[config.mk]
export PLATFORM = sky130hd
export DESIGN_NAME = csr_trap_sequencer
export DESIGN_NICKNAME = d
export VERILOG_FILES = /design/src/rtl/csr_trap_sequencer.sv
export SDC_FILE = /design/constraint.sdc
export NUM_CORES = 1
export LEC_CHECK = 0
export BUFFER_PORTS_ARGS = -buffer_cell sky130_fd_sc_hd__buf_4
export CAP_MARGIN = 20
export CORE_MARGIN = 2
export CORE_UTILIZATION = 43
export CTS_CLUSTER_SIZE = 24
export DETAILED_ROUTE_END_ITERATION = 12
export PLACE_DENSITY = 0.84
export SLEW_MARGIN = 0
export SYNTH_ARGS = -nofsm -noshare
export SYNTH_HDL_FRONTEND = slang
export SYNTH_SLANG_ARGS = --single-unit
[constraint.sdc]
create_clock -name clock -period 1.4 [get_ports clock]
set_input_delay 0.21 -clock clock [delete_from_list [all_inputs] [get_ports clock]]
set_output_delay 0.21 -clock clock [all_outputs]
set_load 0.01 [all_outputs]
[src/rtl/csr_trap_sequencer.sv]
// csr_trap_sequencer
// Drives the CSR file's single write port and single combinational read port.
// Trap entry (ECALL) and trap return (MRET) are performed as a fixed sequence
// of single-cycle steps ending in a PC redirect to the IFU. Ordinary CSR
// writes from EXU are passed through only while no trap sequence is running.
module csr_trap_sequencer #(
    parameter int          DATA_WIDTH   = 32,
    parameter logic [11:0] MSTATUS_ADDR = 12'h300,
    parameter logic [11:0] MTVEC_ADDR   = 12'h305,
    parameter logic [11:0] MEPC_ADDR    = 12'h341,
    parameter logic [11:0] MCAUSE_ADDR  = 12'h342
) (
    input  logic                  clock,
    input  logic                  reset,
    // trap request from WBU
    input  logic                  trap_valid,
    output logic                  trap_ready,
    input  logic [1:0]            trap_type,
    input  logic [DATA_WIDTH-1:0] trap_pc,
    input  logic [DATA_WIDTH-1:0] trap_cause,
    // ordinary CSR write request from EXU
    input  logic                  csr_req_valid,
    output logic                  csr_req_ready,
    input  logic [11:0]           csr_req_addr,
    input  logic [DATA_WIDTH-1:0] csr_req_wdata,
    // CSR file ports
    output logic [11:0]           csr_raddr,
    input  logic [DATA_WIDTH-1:0] csr_rdata,
    output logic                  csr_wen,
    output logic [11:0]           csr_waddr,
    output logic [DATA_WIDTH-1:0] csr_wdata,
    // redirect to IFU
    output logic                  redirect_valid,
    input  logic                  redirect_ready,
    output logic [DATA_WIDTH-1:0] redirect_pc,
    output logic                  busy
);

    localparam logic [1:0] TYPE_ECALL = 2'b01;
    localparam logic [1:0] TYPE_MRET  = 2'b10;

    typedef enum logic [2:0] {
        S_IDLE,
        S_W_MEPC,
        S_W_MCAUSE,
        S_R_MSTATUS,
        S_W_MSTATUS,
        S_R_TARGET,
        S_REDIRECT
    } state_t;

    state_t                  state_q, state_d;
    logic [DATA_WIDTH-1:0]   pc_q, pc_d;
    logic [DATA_WIDTH-1:0]   cause_q, cause_d;
    logic                    ecall_q, ecall_d;      // 1: ECALL sequence, 0: MRET sequence
    logic [DATA_WIDTH-1:0]   ms_q, ms_d;            // mstatus snapshot read in R_MSTATUS
    logic [DATA_WIDTH-1:0]   redirect_pc_q, redirect_pc_d;

    // New mstatus value: ECALL stacks MIE into MPIE and disables interrupts,
    // MRET restores MIE from MPIE and sets MPIE. MPP is always forced to M-mode.
    function automatic logic [DATA_WIDTH-1:0] mstatus_update(
        input logic [DATA_WIDTH-1:0] ms,
        input logic                  is_ecall
    );
        logic [DATA_WIDTH-1:0] r;
        r        = ms;
        r[12:11] = 2'b11;
        if (is_ecall) begin
            r[7] = ms[3];
            r[3] = 1'b0;
        end else begin
            r[3] = ms[7];
            r[7] = 1'b1;
        end
        return r;
    endfunction

    // State and captured-register update; reset abandons any running sequence.
    always_ff @(posedge clock) begin
        if (reset) begin
            state_q       <= S_IDLE;
            pc_q          <= '0;
            cause_q       <= '0;
            ecall_q       <= 1'b0;
            ms_q          <= '0;
            redirect_pc_q <= '0;
        end else begin
            state_q       <= state_d;
            pc_q          <= pc_d;
            cause_q       <= cause_d;
            ecall_q       <= ecall_d;
            ms_q          <= ms_d;
            redirect_pc_q <= redirect_pc_d;
        end
    end

    // Next-state logic and all CSR/redirect port outputs, derived from the state.
    always_comb begin
        state_d        = state_q;
        pc_d           = pc_q;
        cause_d        = cause_q;
        ecall_d        = ecall_q;
        ms_d           = ms_q;
        redirect_pc_d  = redirect_pc_q;
        trap_ready     = 1'b0;
        csr_req_ready  = 1'b0;
        csr_raddr      = '0;
        csr_wen        = 1'b0;
        csr_waddr      = '0;
        csr_wdata      = '0;
        redirect_valid = 1'b0;
        busy           = 1'b1;

        case (state_q)
            S_IDLE: begin
                busy          = 1'b0;
                trap_ready    = 1'b1;
                csr_req_ready = !trap_valid;
                if (trap_valid) begin
                    // Reserved trap types are consumed here with no side effects.
                    pc_d    = trap_pc;
                    cause_d = trap_cause;
                    if (trap_type == TYPE_ECALL) begin
                        ecall_d = 1'b1;
                        state_d = S_W_MEPC;
                    end else if (trap_type == TYPE_MRET) begin
                        ecall_d = 1'b0;
                        state_d = S_R_MSTATUS;
                    end
                end else if (csr_req_valid) begin
                    csr_wen   = 1'b1;
                    csr_waddr = csr_req_addr;
                    csr_wdata = csr_req_wdata;
                end
            end
            S_W_MEPC: begin
                csr_wen   = 1'b1;
                csr_waddr = MEPC_ADDR;
                csr_wdata = pc_q;
                state_d   = S_W_MCAUSE;
            end
            S_W_MCAUSE: begin
                csr_wen   = 1'b1;
                csr_waddr = MCAUSE_ADDR;
                csr_wdata = cause_q;
                state_d   = S_R_MSTATUS;
            end
            S_R_MSTATUS: begin
                csr_raddr = MSTATUS_ADDR;
                ms_d      = csr_rdata;
                state_d   = S_W_MSTATUS;
            end
            S_W_MSTATUS: begin
                csr_wen   = 1'b1;
                csr_waddr = MSTATUS_ADDR;
                csr_wdata = mstatus_update(ms_q, ecall_q);
                state_d   = S_R_TARGET;
            end
            S_R_TARGET: begin
                // ECALL supports direct-mode mtvec only, so the mode bits are dropped.
                if (ecall_q) begin
                    csr_raddr     = MTVEC_ADDR;
                    redirect_pc_d = {csr_rdata[DATA_WIDTH-1:2], 2'b00};
                end else begin
                    csr_raddr     = MEPC_ADDR;
                    redirect_pc_d = csr_rdata;
                end
                state_d = S_REDIRECT;
            end
            S_REDIRECT: begin
                redirect_valid = 1'b1;
                if (redirect_ready) begin
                    state_d = S_IDLE;
                end
            end
            default: begin
                state_d = S_IDLE;
            end
        endcase
    end

    assign redirect_pc = redirect_pc_q;

endmodule
==> flow_summary.toml <==
[worst_setup_path]
crit_path_start_kind = "flip-flop"
category_of_cells_accounting_for_the_largest_share_of_critical_path_delay = "buffers and inverters"
path_class = "reg -> out"
crit_path_cell_trace = "or3_4 > clkinv_8 > buf_12 > buf_6 > a31oi_1 > o21ai_1 > buf_4"
cp_slowest_stage_delay_ns = 0.44
cp-end-kind = "primary output"
data_arrival_time_at_the_worst_slack_endpoint_ns = 1.88
cp_slowest_cell = "or3_4"
worst-path-buf-inv = 4
timing.critical_path.fanout_max = 7
worstPathRequired_ns = 1.19

[sta]
finalMaxSlewViolations = 0
timing.final.setup_violations = 136
timing.clock.skew_ns = 0.005534
rsz0062_at_grt = "yes"
final_critical_path_setup_slack_ns = -0.6855
slew-limit-headroom_pct = 65.55
report.final.hold_viol_count = 0
period_needed_ns = 2.086
max_freq_mhz = 479.5
worst_pin_slew_ns = 0.5168
part_of_the_cycle_the_worst_path_needs_pct = 149.0

[drt]
drt-total-wl_mm = 24.94
num_vias = 6813
drt_pre_antenna_iters = 8
post_route_drc_violation_count = 0
postRouteAntennaNets = 0
routed_via_density = 5.678
routed_wire_length_per_instance_um = 20.78
dr.first_iter.drc_count = 638

[power_and_ir_drop]
power_switching_share_pct = 30.22
p_per_area_nw_per_um2 = 1324
power_frac_clock_pct = 34.4
power.share.combinational_pct = 33.7
post-layout-total-power_mw = 13.26
p_sw_mw = 4.009
leakagePower_nw = 4.310
intPower_mw = 9.256
vdd_ir_drop_max_uv = 895.3
power_frac_seq_pct = 32.0

[synth]
synthMuxAreaShare_pct = 0
avgSynthCellArea_sq_um = 7.667
synth_compound_gate_area_share_pct = 24.72
synth_simple_gate_area_share_pct = 21.24
post_synth_xor_area_fraction_pct = 0
yosys_register_bits = 130
synthDistinctLibCells = 40
synth_fa_ha_area_share_pct = 0.2217
edff_count_synth = 0
async_flop_share_pct = 0
synth.cell_area_sq_um = 5643
synth_warnings = 0
combinational_family_with_the_most_area_after_synthesis = "compound AO/OA/AOI/OAI gates"
synth_ff_type = "dfxtp_1"
synth_cells = 736
synth-seq-area-share_pct = 46.12

[outcome]
run_status = "finished with violations"
violations = "setup timing"

[clocking]
cts_root_buffer = "clkbuf_16"
cts_made_buffers = 17
ctsLongestPathBuffers = 2
cts_tree = "done"
clock_sink_total = 130
clk_pin_slew_ns = 0.05
clock_tree.htree_level_count = 4
worstSkewPairLatency_ns = 0.42

[floorplanning]
num_rows = 41
top_level_ports = 240
core_area_sq_um = 12720
fp.dieW_um = 118.6
initial_core_util_pct = 44.35
die_area_sq_um = 14060
floorplan.die.height_um = 118.6

[place]
finalWeightedCongestion = 0.9177
dp_cells = 1131
numPortBuffers = 232
preCtsSetupSlack_ns = -0.2768
post-dp-hpwl_mm = 14.93

[layout]
mostFrequentLayoutCells = "buf_4, nand2_1, dfxtp_1"
area_growth_synth_to_finish_pct = 77.52
finalCoreUtilization_pct = 78.74
final_common_cell = "buf_4"
finalNetCount = 1162
fin_cells = 1200
drive_gt1_share_pct = 50.05

[global_route]
grt_max_degree = 38
grt_usage_pct = 30.44
residual_overflow_from_global_routing = 0
via_count_of_the_first_global_routing_pass = 6381
grt_first_pass_wirelength_mm = 33.44
number_of_antenna_violations_at_the_first_check_in_global_routing = 1

[job]
cap_viol_max_count = 0

[min_path]
hold_path_class = "in -> reg"
==> area by class of cell <==
type / count / area, sq um
antenna: 1 / 2.502
tap: 172 / 215.2
timing repair buffer: 329 / 3073
sequential: 130 / 2611
fill: 832 / 2705
multi-input combinational: 531 / 3477
clock buffer: 28 / 506.7
inverter: 5 / 36.28
clock inverter: 4 / 95.09
==> kinds of logic after synthesis <==
logic type / after synthesis
other: 1
adder cells (fa/ha/maj): 1
flip-flops: 130
buffers and inverters: 81
AND/OR/NAND/NOR: 288
AO/OA/AOI/OAI: 235
==> per-stage QoR <==
| step | TNS [ns] | area (sq um) | hold WS (ns) |
|---|---|---|---|
| global route | -58.17 | 10020 | 0.03781 |
| global placement | -14.57 | 7871 | 0.4379 |
| floorplan | -4.973 | 5704 | 0.2997 |
| detailed placement | -17.02 | 7871 | 0.4430 |
| CTS | -53.02 | 9191 | 0.03007 |
| finish | -52.84 | 10020 | 0.03931 |
==> layer usage <==
| metal | vias up | track usage [%] | wire, um |
|---|---|---|---|
| met5 | - | 0 | 0 |
| met4 | 0 | 12.65 | 935 |
| met3 | 69 | 7.915 | 2120 |
| met2 | 367 | 53.45 | 12940 |
| met1 | 3294 | 34.88 | 8944 |
| li1 | 3083 | - | - |
==> worst reg2reg max path, cell delays in order (launching register included) <==
cell	delay [ns]
dfxtp_4	0.35
buf_6	0.13
buf_6	0.12
or4b_4	0.58
buf_12	0.19
buf_12	0.15
nand2_4	0.06
a21oi_2	0.05
==> cells in the mapped netlist (all sizes together) (2+ instances only) <==
library cell / n / area share [%]
clkbuf: 32 / 2.1
or3: 2 / 0.31
nor2b: 3 / 0.33
a22o: 2 / 0.31
a21oi: 130 / 12
nor4b: 2 / 0.42
dfxtp: 130 / 46
nand2: 251 / 17
a22oi: 31 / 4.1
a32oi: 28 / 4.3
nor2: 6 / 0.40
nand3: 4 / 0.35
inv: 4 / 0.27
and3: 7 / 0.78
nand3b: 4 / 0.60
a31oi: 3 / 0.33
buf: 44 / 5.2
and2: 3 / 0.33
o21ai: 33 / 2.9
o211ai: 2 / 0.27
a211o: 2 / 0.31
==> what timing repair did <==
action | in CTS | in global routing
setup endpoints to repair | 137 | 176
gates cloned | 10 | 9
gates resized for setup | 107 | 154
hold buffers | 0 | 0
buffers inserted | 12 | 8
pin swaps | 11 | 32
==> path summary, 6_finish.rpt <==
| check | slack, ns | startpoint | end | cells past startpoint |
|---|---|---|---|---|
| max | -0.69 | state_q[0] | csr_wdata[11] | 7 |
| min | 0.04 | csr_rdata[11] | redirect_pc[11] | 3 |
| max reg2reg | -0.38 | state_q[1] | pc_q[2] | 7 |
| min reg2reg | 0.45 | ms_q[3] | ms_q[3] | 2 |
==> power groups by stage <==
| stage | clock network (mW) | registers, mW | logic [mW] |
|---|---|---|---|
| finish | 4.56 | 4.24 | 4.46 |
| global route | 4.76 | 4.26 | 4.65 |
| CTS | 4.55 | 4.15 | 3.62 |
| detailed placement | 0 | 4.19 | 2.80 |
| global placement | 0 | 4.18 | 2.76 |
| floorplan | 0 | 4.15 | 1.46 |
==> state kept, by name, summed over array words and instances, names as in the netlist <==
signal and count:
pc_q 32, state_q 3, redirect_pc 32, ms_q 30, cause_q 32, ecall_q 1
Power figures use the tool's default switching activity.
